===== src/rtl/quad_decoder_counter.sv =====
`default_nettype none
// ============================================================================
// Module      : quad_decoder_counter
// Description : Synchronised, glitch-filtered x4 quadrature decoder with
//               position count, direction/idle reporting and illegal-step flag.
// Revision    : 1.0 - initial release
// ============================================================================
module quad_decoder_counter #(
    parameter int WIDTH       = 16,
    parameter int FILTER_LEN  = 2,
    parameter int SATURATE    = 0,
    parameter int IDLE_CYCLES = 1000
) (
    input  logic             clk,
    input  logic             rst_n,
    input  logic             A,
    input  logic             B,
    input  logic             en,
    input  logic             clr,
    output logic [WIDTH-1:0] count,
    output logic [1:0]       dir,
    output logic             step,
    output logic             err
);

    localparam int c_TMR_W  = $clog2(IDLE_CYCLES + 1);
    localparam int c_WARM   = FILTER_LEN + 4;
    localparam int c_WARM_W = $clog2(c_WARM + 1);

    logic [1:0] r_ab_meta;
    logic [1:0] r_ab_sync;
    logic [1:0] w_ab_filt;

    always_ff @(posedge clk or negedge rst_n) begin
        if (!rst_n) begin
            r_ab_meta <= 2'b00;
            r_ab_sync <= 2'b00;
        end else begin
            r_ab_meta <= {A, B};
            r_ab_sync <= r_ab_meta;
        end
    end

    generate
        if (FILTER_LEN == 0) begin : g_bypass
            logic [1:0] r_ab_filt;
            always_ff @(posedge clk or negedge rst_n) begin
                if (!rst_n) r_ab_filt <= 2'b00;
                else        r_ab_filt <= r_ab_sync;
            end
            assign w_ab_filt = r_ab_filt;
        end else begin : g_filter
            localparam int c_FCNT_W = $clog2(FILTER_LEN + 1);
            logic [c_FCNT_W-1:0] r_fcnt;
            logic [1:0]          r_ab_seen;
            logic [1:0]          r_ab_filt;
            // r_fcnt = consecutive cycles the current differing value has been seen
            always_ff @(posedge clk or negedge rst_n) begin
                if (!rst_n) begin
                    r_fcnt    <= '0;
                    r_ab_seen <= 2'b00;
                    r_ab_filt <= 2'b00;
                end else begin
                    r_ab_seen <= r_ab_sync;
                    if (r_ab_sync == r_ab_filt) begin
                        r_fcnt <= '0;
                    end else if (r_ab_sync != r_ab_seen) begin
                        r_fcnt <= c_FCNT_W'(1);
                    end else if (r_fcnt == c_FCNT_W'(FILTER_LEN)) begin
                        r_ab_filt <= r_ab_sync;
                        r_fcnt    <= '0;
                    end else begin
                        r_fcnt <= r_fcnt + c_FCNT_W'(1);
                    end
                end
            end
            assign w_ab_filt = r_ab_filt;
        end
    endgenerate

    logic [1:0]          r_ab_prev;
    logic [c_WARM_W-1:0] r_warm;
    logic [c_TMR_W-1:0]  r_timer;
    logic [c_TMR_W-1:0]  w_timer_inc;
    logic [1:0]          w_idx_cur;
    logic [1:0]          w_idx_prev;
    logic [1:0]          w_diff;
    logic                w_warm_done;
    logic                w_fwd;
    logic                w_bwd;
    logic                w_illegal;
    logic [WIDTH-1:0]    w_count_next;

    // Gray AB -> phase index along the horario sequence 00,10,11,01
    assign w_idx_cur   = {w_ab_filt[0], w_ab_filt[1] ^ w_ab_filt[0]};
    assign w_idx_prev  = {r_ab_prev[0], r_ab_prev[1] ^ r_ab_prev[0]};
    assign w_diff      = w_idx_cur - w_idx_prev;
    assign w_warm_done = (r_warm == c_WARM_W'(c_WARM));
    assign w_fwd       = w_warm_done && (w_diff == 2'd1);
    assign w_bwd       = w_warm_done && (w_diff == 2'd3);
    assign w_illegal   = w_warm_done && (w_diff == 2'd2);
    assign w_timer_inc = r_timer + c_TMR_W'(1);

    always_comb begin
        w_count_next = count;
        if (w_fwd) begin
            if (!((SATURATE != 0) && (count == {WIDTH{1'b1}})))
                w_count_next = count + WIDTH'(1);
        end else if (w_bwd) begin
            if (!((SATURATE != 0) && (count == '0)))
                w_count_next = count - WIDTH'(1);
        end
    end

    // Prev AB tracks every cycle (also with en=0) so re-enable never sees a stale step
    always_ff @(posedge clk or negedge rst_n) begin
        if (!rst_n) begin
            r_ab_prev <= 2'b00;
            r_warm    <= '0;
            r_timer   <= '0;
            count     <= '0;
            dir       <= 2'b00;
            step      <= 1'b0;
            err       <= 1'b0;
        end else begin
            step      <= 1'b0;
            r_ab_prev <= w_ab_filt;
            if (!w_warm_done)
                r_warm <= r_warm + c_WARM_W'(1);
            if (clr) begin
                count   <= '0;
                dir     <= 2'b00;
                err     <= 1'b0;
                r_timer <= '0;
            end else begin
                if (w_illegal)
                    err <= 1'b1;
                if (en) begin
                    if (w_fwd || w_bwd) begin
                        count   <= w_count_next;
                        dir     <= w_fwd ? 2'b01 : 2'b10;
                        step    <= 1'b1;
                        r_timer <= '0;
                    end else if (r_timer != c_TMR_W'(IDLE_CYCLES)) begin
                        r_timer <= w_timer_inc;
                        if (w_timer_inc == c_TMR_W'(IDLE_CYCLES))
                            dir <= 2'b00;
                    end
                end
            end
        end
    end

endmodule
`default_nettype wire

===== config.mk =====
export PLATFORM = sky130hd
export DESIGN_NAME = quad_decoder_counter
export DESIGN_NICKNAME = d
export VERILOG_FILES = /design/src/rtl/quad_decoder_counter.sv
export SDC_FILE = /design/constraint.sdc
export NUM_CORES = 1
export LEC_CHECK = 0
export ABC_AREA = 0
export BUFFER_PORTS_ARGS = -buffer_cell sky130_fd_sc_hd__clkbuf_2
export CAP_MARGIN = 20
export CORE_ASPECT_RATIO = 0.5
export CORE_MARGIN = 4
export CORE_UTILIZATION = 30
export CTS_BUF_LIST = sky130_fd_sc_hd__clkbuf_2 sky130_fd_sc_hd__clkbuf_4 sky130_fd_sc_hd__clkbuf_8
export DETAILED_ROUTE_END_ITERATION = 16
export SYNTH_ARGS = -nofsm -noshare
export SYNTH_HDL_FRONTEND = slang
export SYNTH_SLANG_ARGS = --single-unit

===== constraint.sdc =====
create_clock -name clk -period 3.5 [get_ports clk]
set_input_delay 0.175 -clock clk [delete_from_list [all_inputs] [get_ports clk]]
set_output_delay 0.175 -clock clk [all_outputs]
set_load 0.005 [all_outputs]

# Word-level counts from Yosys, hierarchy flattened
# Cells that the tools add are included.
# word_totals
output_inout_bits	20
input_bits	6
wordCells	68
register_bits	45
# op_classes
n_eq_ne	9
n_bitwise	4
addsub	6
n_reduce_logical	14
muxes	23
# ops
operator	count
$mux 16	5
$mux 10	4
$mux 2	9
$add 16x1->16 const B	1
$sub 16x1->16 const B	1
$add 10x1->10 const B	1
$eq 10x10->1 const B	1
$ne 10x10->1 const B	1
$reduce_and 3->1	3
$reduce_bool 3->1	3
$eq 2x2->1 const B	3
$reduce_bool 2->1	3
$mux 1	5
$add 3x1->3 const B	1
$eq 3x3->1 const B	1
$logic_and 1x1->1	3
$add 2x1->2 const B	1
$eq 2x1->1 const B	1
$eq 2x2->1	1
$ne 2x2->1	1
$not 1->1	2
$reduce_and 2->1	1
$sub 2x2->2	1
$xor 1x1->1	2
$logic_or 1x1->1	1

# Longest topological paths before layout
# Gate-level depths: netlist of run 1.
# depth
ltp_word	9
ltp_mapped	13
depth_no_buf	12

# Worst setup path after synthesis of run 1
# OpenSTA, ideal clock, no wires.
# synth_timing
path_kind	register to register
from	register g_filter.r_ab_filt[0]
to	register count[15]
t_required_ps	3372
slack_ps	60
path_stages_with_launch	14
synth_period_minus_slack_ps	3440
setup_ps	128
arrival_time_ps	3313
n_path_buf	1
cell_sequence	dfrtp_1 xnor2_1 ha_1 xor3_2 nor3_2 inv_1 ha_1 clkbuf_1 a21oi_1 o21ai_1 a2111o_1 a211o_1 o221ai_2 mux2_1
# synth_between
elab_chain_len	8
word_cells_on_any_way	14
classes_between	add/sub: 1; eq/ne: 2; mux: 4; bitwise: 1; reduce/logical: 6
# synth_lines
element	line	text
start, declared	56	logic [1:0] r_ab_filt;
start signal, assigned	70	r_ab_filt <= r_ab_sync;
$xor 1x1->1	95	assign w_idx_cur = {w_ab_filt[0], w_ab_filt[1] ^ w_ab_filt[0]};
$sub 2x2->2 *	97	assign w_diff = w_idx_cur - w_idx_prev;
$eq 2x1->1	99	assign w_fwd = w_warm_done && (w_diff == 2'd1);
$logic_and 1x1->1	99	
$mux 16	106	if (w_fwd) begin
$mux 16	139	if (w_fwd || w_bwd) begin
$mux 16	138	if (en) begin
$mux 16	130	if (clr) begin
end signal, assigned	140	count <= w_count_next;
end, declared	20	output logic [WIDTH-1:0] count,
# Every way passes the cells marked *; elsewhere a longest branch is shown, timed or not. The select of a mux whose other input is x is not followed.
# A chain may end at the register's enable or synchronous reset.

# Worst setup path in the final report of run 1
# Same ends and word-level chain as after synthesis.

==> impl_metrics.ini, run 1 <==
[drt]
drc = 0
drt-pass1-iter-count = 4
wl_per_cell_um = 14.6
num_vias = 2418
totalWireLength_um = 6830
wl_met2_um = 3180
via_per_inst = 5.18
wl_met3_um = 224
wl_met1_um = 3380
initialDrtViolationCount = 254
top_layer = met4
ant_nets = 0

[setup_path]
critPathCaptureType = register
r2r_end = count[15]$_DFFE_PN0P_
crit_fanout = 6
max_stage_delay_ns = 0.45
path_buf_inv = 2
worstPathArrival_ns = 3.65
path_class = reg -> reg
cp_slowest_cell = dfrtp_2
crit_required_ns = 3.70
crit_family = compound AO/OA/AOI/OAI gates
reg2reg_depth = 13
path_cells = xnor2_2 > ha_2 > xor3_2 > nor3_4 > clkinvlp_4 > clkbuf_16 > ha_4 > a21oi_4 > o21ai_2 > a2111o_1 > a211o_1 > o221ai_2 > mux2_4
rr_startpoint = g_filter.r_ab_filt[0]$_DFFE_PN0P_
cp-start-kind = register
rrSetupSlack_ns = 0.06

[status]
outcome = complete, no violations

[power]
p_total_mw = 4.25
powerDensity_nw_per_um2 = 1190
leakage_nw = 1.56
irDropWorstVdd_mv = 0.422

[timing]
slew_headroom = 0.507
skew_ns = 0.0103
rsz0062_at_grt = true
max_freq_mhz = 290
worst_slew_pin_slew_ns = 0.739
min_period_over_period = 0.984
slew_viol_final = 0
finalHoldViolations = 0
period_needed_ns = 3.44
setup_viol = 0

[clock_network]
clk_pin_slew_worst_paths_ns = 0.10
cts_tree = done
ctsHtreeMaxLevel = 2
cts_root_buf = clkbuf_8
cts_sinks = 45
insertion_delay_ns = 0.31
cts_made_buffers = 5
clock_path_buffers = 2

[synth]
synth-edff-count = 0
yosysUniqueCellTypes = 52
synthesis.nets = 333
synthTopCellsByArea = dfrtp_1, ha_1, a21oi_1
syn_area_um2 = 2790
netlist.area_leader.share = 0.404
ys_seq_area_frac = 0.404
yosys_register_bits = 45
syn-instance-count = 305
ys.warnings.count = 0
synth_area_leader_cell = dfrtp_1
async_reset_ff_frac = 1.00
synth_area_per_cell_um2 = 9.13
yosys_most_used_dff = dfrtp_1

[min_path]
min-delay-path-class = in -> reg
holdPathStages = 3
min_to = r_timer[3]$_DFFE_PN0P_
hp-start = en

[job]
cap_violations = 0

[place]
place_area_um2 = 3070
dp_hpwl_um = 4540
io_buffers = 25
gp_congestion = 0.874

[layout]
final_cell_area_um2 = 3580
final_nets = 377
n_antenna_cell = 0
layout-drive-gt1-share = 0.257
area_growth_pct = 28.5

[floorplanning]
initial_core_util = 0.314
chipWidth_um = 144
die_h_um = 76.1
rows = 24
io_pins = 26
die-area_um2 = 11000
coreArea_um2 = 8860

[global_route]
gr-total-overflow = 0
grt_max_degree = 29
track_usage = 0.119
grt_antenna_before_repair = 0
grt_pass1_wl_um = 11000
grt_pass1_vias = 2223
-- tightest hold or removal path: cells and delay by family --
kind                   cells  cell delay, ns
AND/OR/NAND/NOR            1            0.07
buffers and inverters      1            0.12
AO/OA/AOI/OAI              1            0.05
-- state kept, by name, indices dropped and copies added (netlist names) --
signal and cells:
count 16, r_timer 10, r_ab_sync 2, g_filter.r_ab_seen 2, r_ab_prev 2, r_ab_meta 2, step 1, g_filter.r_fcnt 2
err 1, r_warm 3, dir 2, g_filter.r_ab_filt 2
-- per-stage QoR --
stage / setup WS, ns / hold WS, ns / std cells / utilization / setup TNS [ns]
global route: -0.0645 / 0.157 / 467 / 0.404 / -0.145
finish: 0.0564 / 0.145 / 467 / 0.404 / 0
CTS: 0.0301 / 0.146 / 457 / 0.366 / 0
global placement: 0.103 / 0.282 / 444 / 0.346 / 0
floorplan: 0.0597 / -0.121 / 305 / - / 0
detailed placement: 0.0239 / 0.282 / 444 / 0.346 / 0
-- synth_stat cells (all sizes together), types with 4 or more instances --
library cell,count
xor2,5
or3,6
dfrtp,45
nand2,30
a21o,5
nand2b,5
ha,21
nor2,31
o21ai,27
a21oi,27
and3,11
xnor2,10
nand3,8
a31oi,4
clkbuf,6
nor3,6
inv,8
nand4,4
-- repair_timing --
action | CTS | global route
hold buffers | 3 | 0
setup endpoints to repair | 1 | 6
resized for setup | 1 | 41
pin swaps | 0 | 23
buffers inserted | 2 | 9
cloned | 0 | 1
hold endpoints to repair | 29 | 0
-- metal layers --
metal / up-vias / GRT usage
li1: 1211 / -
met1: 1162 / 0.167
met2: 41 / 0.193
met3: 4 / 0.0207
met4: 0 / 0.0214
met5: - / 0
-- area by class of cell --
cell class / instances / area (um2)
clock inverter: 3 / 46.3
fill: 843 / 5280
multi-input combinational: 243 / 1830
clock buffer: 5 / 68.8
inverter: 8 / 33.8
tap: 117 / 146
sequential: 45 / 1130
timing repair buffer: 46 / 324
-- power by group --
group / switching (mW) / internal [mW] / total (mW)
sequential: 0.109 / 0.619 / 0.728
combinational: 1.61 / 1.49 / 3.10
clock: 0.205 / 0.214 / 0.419
total: 1.93 / 2.32 / 4.25
-- layout by cell type (no fill, tap or decap), types with 7 or more instances in the layout --
cell	netlist	final
nand3_1	8	7
buf_4	0	15
nor2_1	31	31
dfrtp_1	45	44
ha_1	21	8
xnor2_1	10	9
o21ai_1	19	17
ha_4	0	11
o21ai_0	8	7
clkbuf_2	0	25
and3_1	11	10
nand2_1	30	30
a21oi_1	27	21
-- worst max path at each step --
stage | startpoint | slack, ns | cells after the start | to
2_1_floorplan | g_filter.r_ab_filt[0]$_DFFE_PN0P_ | 0.06 | 13 | count[15]$_DFFE_PN0P_
3_3_place_gp | g_filter.r_ab_filt[0]$_DFFE_PN0P_ | 0.10 | 12 | count[15]$_DFFE_PN0P_
3_5_place_dp | g_filter.r_ab_filt[0]$_DFFE_PN0P_ | 0.02 | 12 | count[15]$_DFFE_PN0P_
4_1_cts | g_filter.r_ab_filt[0]$_DFFE_PN0P_ | 0.03 | 13 | count[15]$_DFFE_PN0P_
5_1_grt | g_filter.r_ab_filt[0]$_DFFE_PN0P_ | -0.06 | 13 | count[15]$_DFFE_PN0P_
6_report | g_filter.r_ab_filt[0]$_DFFE_PN0P_ | 0.06 | 13 | count[15]$_DFFE_PN0P_
-- logic make-up after synthesis --
family / after synthesis / synth area share
AND/OR/NAND/NOR: 112 / 0.198
AO/OA/AOI/OAI: 90 / 0.205
flip-flops: 45 / 0.404
adder cells (fa/ha/maj): 22 / 0.102
buffers and inverters: 17 / 0.0234
XOR/XNOR: 16 / 0.0562
multiplexers: 3 / 0.0121
No activity file was read; power rests on OpenSTA's default activity.
==> run 2: changes to the inputs <==
Settings changed: ABC_AREA 0 to 1.
==> impl_metrics.ini, run 2 <==
[timing]
timing.final.ws_setup_ns = 0.544
period_needed_ns = 2.96
finalHoldViolations = 0
setup_tns_ns = 0
max_freq_mhz = 338
slew_viol_final = 0
min_period_over_period = 0.844
worst_slew_pin_slew_ns = 0.606
skew_ns = 0.0114
setup_viol = 0
rsz0062_at_grt = false
slew_headroom = 0.596

[floorplanning]
die-area_um2 = 11400
coreArea_um2 = 9450
die_h_um = 77.6
io_pins = 26
initial_core_util = 0.307
rows = 25
chipWidth_um = 147

[layout]
layout-drive-gt1-share = 0.188
largest-register = count
final_common_cell = nand2_1
n_antenna_cell = 0
reg_top3 = count (16), r_timer (10), r_warm (3)
largest_reg_flops = 16
area_growth_pct = 14.2
final_nets = 420
layout_common_cells = nand2_1, dfrtp_1, inv_1

[setup_path]
worstPathArrival_ns = 3.17
cpMostUsedCell = nand3_1
cp-start-kind = register
crit_family = simple AND/OR/NAND/NOR gates
max_stage_delay_ns = 0.47
crit_required_ns = 3.71
path_cells = xnor2_1 > ha_1 > nor2_4 > nand3_1 > buf_4 > ha_1 > nand3_1 > nand3_1 > nand2_1 > o21ai_1 > nand2_1 > a21oi_1 > o21ai_1
path_class = reg -> reg
path_buf_inv = 1
crit_fanout = 20
critPathCaptureType = register
cp_slowest_cell = dfrtp_1

[drt]
num_vias = 2308
via_per_inst = 4.37
wl_per_cell_um = 11.3
totalWireLength_um = 5990
initialDrtViolationCount = 121
drt-pass1-iter-count = 4
ant_nets = 0
drc = 0

[synth]
yosys_register_bits = 45
synthTopCellsByArea = dfrtp_1, nand2_1, ha_1
yosysUniqueCellTypes = 38
yosysMostFrequentCell = nand2_1
async_reset_ff_frac = 1.00
synth_area_per_cell_um2 = 8.11
synthTopCellsByCount = nand2_1, dfrtp_1, inv_1
netlist.area_leader.share = 0.388
synth_area_leader_cell = dfrtp_1
synthesis.nets = 386
synth-edff-count = 0
yosys_most_used_dff = dfrtp_1
ys.warnings.count = 0
syn-instance-count = 358
syn_area_um2 = 2900
ys_seq_area_frac = 0.388

[min_path]
min-delay-path-class = in -> reg

[clock_network]
post_cts_buffers = 0
ctsHtreeMaxLevel = 2
clk_pin_slew_worst_paths_ns = 0.10
cts_sinks = 45
cts_root_buf = clkbuf_8
cts_tree = done
cts_made_buffers = 5
hold_buffers = 3
insertion_delay_ns = 0.32
cts_resized = 0
clock_path_buffers = 2

[global_route]
grtUsageMet3 = 0.0280
grt_antenna_before_repair = 0
grt_pass1_vias = 2223
grt_pass1_wl_um = 10600
grt.met2_usage = 0.176
met1_usage = 0.156
gr-total-overflow = 0
track_usage = 0.113
busiest_layer = met2
grt_max_degree = 25

[job]
cap_violations = 0

[place]
io_buffers = 25
dp_hpwl_um = 4580
post-place-ws_ns = 0.554
gp_congestion = 0.816

[status]
outcome = complete, no violations
==> run 2: cell count changes after synthesis, sizes merged, moves of 6 or more <==
cell and delta:
inv +30, nand3 +21, nand2 +72, or3 -6, and3 -11, clkbuf -6
==> run 2: cell type report <==
type,instances,area [um2]
clock buffers,5,68.8
clock inverters,3,25.0
fillers,1003,6130
inverters,39,149
multi-input cells,271,1610
flip-flops and latches,45,1130
well taps,135,169
repair buffers,30,170
==> run 2: cells by family after synthesis <==
| family | after synthesis | share of synthesized area |
|---|---|---|
| simple gates | 172 | 0.281 |
| compound gates | 64 | 0.134 |
| flops | 45 | 0.388 |
| buf+inv | 42 | 0.0586 |
| fa+ha+maj | 22 | 0.0974 |
| xor+xnor | 13 | 0.0418 |
==> run 2: path summary, 6_finish.rpt <==
check                                             startpoint                endpoint  slack, ns  depth (start not counted)
min in group asynchronous                              rst_n   count[13]$_DFFE_PN0P_       0.40                          2
max                        g_filter.r_ab_filt[0]$_DFFE_PN0P_   count[14]$_DFFE_PN0P_       0.54                         13
min reg2reg                           r_ab_meta[1]$_DFF_PN0_  r_ab_sync[1]$_DFF_PN0_       0.36                          0
min                                                       en      dir[1]$_DFFE_PN0P_       0.15                          3
max reg2reg                g_filter.r_ab_filt[0]$_DFFE_PN0P_   count[14]$_DFFE_PN0P_       0.54                         13
max in group asynchronous                              rst_n      dir[0]$_DFFE_PN0P_       2.36                          3
==> run 2: routing by layer <==
layer  vias to the layer above  wire (um)
met5                         -          0
met4                         0         63
met3                         6        184
met2                        21       2600
met1                      1028       3140
li1                       1253          -
==> run 2: through the flow <==
stage	cell area [um2]	util	std cells	hold WS, ns
after global placement	3190	0.338	517	0.219
after CTS	3320	0.351	528	0.143
after floorplan	2900	-	358	-0.121
final	3320	0.351	528	0.151
after global routing	3320	0.351	528	0.161
after detailed placement	3190	0.338	517	0.228
==> run 2: worst reg2reg max path, delay by kind of cell (launching register included) <==
family	cells	cell delay (ns)
adder cells (fa/ha/maj)	2	0.72
AND/OR/NAND/NOR	6	0.75
AO/OA/AOI/OAI	3	0.51
XOR/XNOR	1	0.17
buffers and inverters	1	0.22
flip-flops	1	0.47
Power of run 2 is not shown: default switching activity piles up to over one toggle a cycle in this logic, so the estimate is an artifact.
==> run 3: changes to the inputs <==
Settings changed: ABC_AREA 1 to 0.
Clock period 3.5 ns to 2.5 ns, I/O delays scaled along.
==> impl_metrics.ini, run 3 (synthesized netlist as in run 1, its figures left out) <==
[setup_path]
reg2reg_depth = 12
path_class = reg -> reg
rrSetupSlack_ns = -0.60
cp-startpoint = g_filter.r_ab_filt[0]$_DFFE_PN0P_
rr_startpoint = g_filter.r_ab_filt[0]$_DFFE_PN0P_
crit_fanout = 15
r2r_end = count[15]$_DFFE_PN0P_
worstPathArrival_ns = 3.30
crit_required_ns = 2.70
critPathCaptureType = register
cp-start-kind = register

[power]
leakage_nw = 1.78
p_total_mw = 6.29
irDropWorstVdd_mv = 0.579
powerDensity_nw_per_um2 = 1670

[place]
gp_congestion = 0.871
place_inst = 494
dp_hpwl_um = 4990
post-place-ws_ns = -0.640
io_buffers = 25
place_area_um2 = 3460

[timing]
slew_viol_final = 0
timing.final.ws_setup_ns = -0.598
max_freq_mhz = 323
min_period_over_period = 1.24
rsz0062_at_grt = true
finalHoldViolations = 0
skew_ns = 0.00379
setup_viol = 11
worst_slew_pin_slew_ns = 0.586
slew_headroom = 0.607
period_needed_ns = 3.10

[floorplanning]
coreArea_um2 = 8860
initial_core_util = 0.314
die_h_um = 76.1
chipWidth_um = 144
die-area_um2 = 11000
rows = 24
io_pins = 26

[layout]
instances_no_fill = 511
layout-drive-gt1-share = 0.305
final_cell_area_um2 = 3760
layout_common_cells = buf_4, dfrtp_1, nor2_1
area_growth_pct = 34.9
final_nets = 421
fin_util = 0.424
fillerInstances = 871
largest_reg_flops = 16
reg_top3 = count (16), r_timer (10), r_warm (3)
n_antenna_cell = 0
multi_input_area_um2 = 1710
ff_latch_area_um2 = 1130
largest-register = count
final_common_cell = buf_4

[drt]
drc = 0
wl_per_cell_um = 13.8
drt-pass1-iter-count = 4
initialDrtViolationCount = 242
ant_nets = 0
totalWireLength_um = 7030
num_vias = 2572
via_per_inst = 5.03

[clock_network]
clock_path_buffers = 2
cts_sinks = 45
cts_root_buf = clkbuf_8
clk_pin_slew_worst_paths_ns = 0.10
cts_made_buffers = 5
cts_tree = done
insertion_delay_ns = 0.31
ctsHtreeMaxLevel = 2

[global_route]
grt_pass1_vias = 2469
track_usage = 0.131
gr-total-overflow = 0
grt_antenna_before_repair = 0
grt_max_degree = 20
grt_pass1_wl_um = 11900

[job]
cap_violations = 0

[min_path]
min_to = r_timer[3]$_DFFE_PN0P_
holdPathStages = 3
hp-start = en
min-delay-path-class = in -> reg

[status]
outcome = finished, violations left
violations = negative setup slack
-- run 3: changes by cell type in the layout (fill, tap and decap cells not counted), sizes merged, moves of 4 or more --
cell,before,now
buf,2,62
and3,0,11
a31oi,0,4
nand2b,0,5
nand2,102,30
inv,40,9
or3,0,6
nand3,29,8
a21o,0,5
-- run 3: repair_timing --
item                                    4_1_cts  5_1_grt
pin swaps                                     0        6
hold buffers                                  3        0
gates cloned                                  0        1
buffers inserted                              3        2
endpoints found under the setup margin       12       18
hold endpoints to repair                     18        0
gates resized for setup                      13       12
-- run 3: worst max-delay path by stage --
stage / end
global route: count[15]$_DFFE_PN0P_
global placement: count[15]$_DFFE_PN0P_
floorplan: count[15]$_DFFE_PN0P_
finish: count[15]$_DFFE_PN0P_
CTS: count[15]$_DFFE_PN0P_
detailed placement: count[15]$_DFFE_PN0P_
-- run 3: worst max-delay path: stages, from the launching register on --
cell and delay [ns]:
dfrtp_1 0.42, xnor2_2 0.17, ha_1 0.17, xor3_2 0.28
nor3_4 0.18, inv_4 0.13, ha_1 0.34, a21oi_2 0.17
o21ai_1 0.10, a2111o_1 0.41, a211o_1 0.24, o221ai_2 0.06
mux2_1 0.33
-- run 3: area by class of cell --
| type | instances | area share |
|---|---|---|
| clock buffer | 5 | 0.0183 |
| inverter | 8 | 0.00866 |
| clock inverter | 3 | 0.0133 |
| multi-input combinational | 243 | 0.456 |
| tap | 117 | 0.0390 |
| timing repair buffer | 90 | 0.166 |
| sequential | 45 | 0.300 |
-- run 3: through the flow --
stage | TNS [ns] | hold WS (ns)
2_1_floorplan | -3.22 | -0.171
3_3_place_gp | -3.98 | 0.108
3_5_place_dp | -4.65 | 0.112
4_1_cts | -4.69 | 0.0896
5_1_grt | -6.57 | 0.126
6_report | -4.21 | 0.101
-- run 3: report_power, final --
part	switching (mW)	internal (mW)	leakage, nW
logic	2.34	2.35	1.14
registers	0.130	0.865	0.586
clock network	0.295	0.307	0.0603
-- run 3: metal layers --
layer / up-vias / track usage / wire length (um)
li1: 1288 / - / -
met1: 1230 / 0.184 / 3340
met2: 50 / 0.212 / 3300
met3: 4 / 0.0238 / 350
met4: 0 / 0.0289 / 40
met5: - / 0 / 0
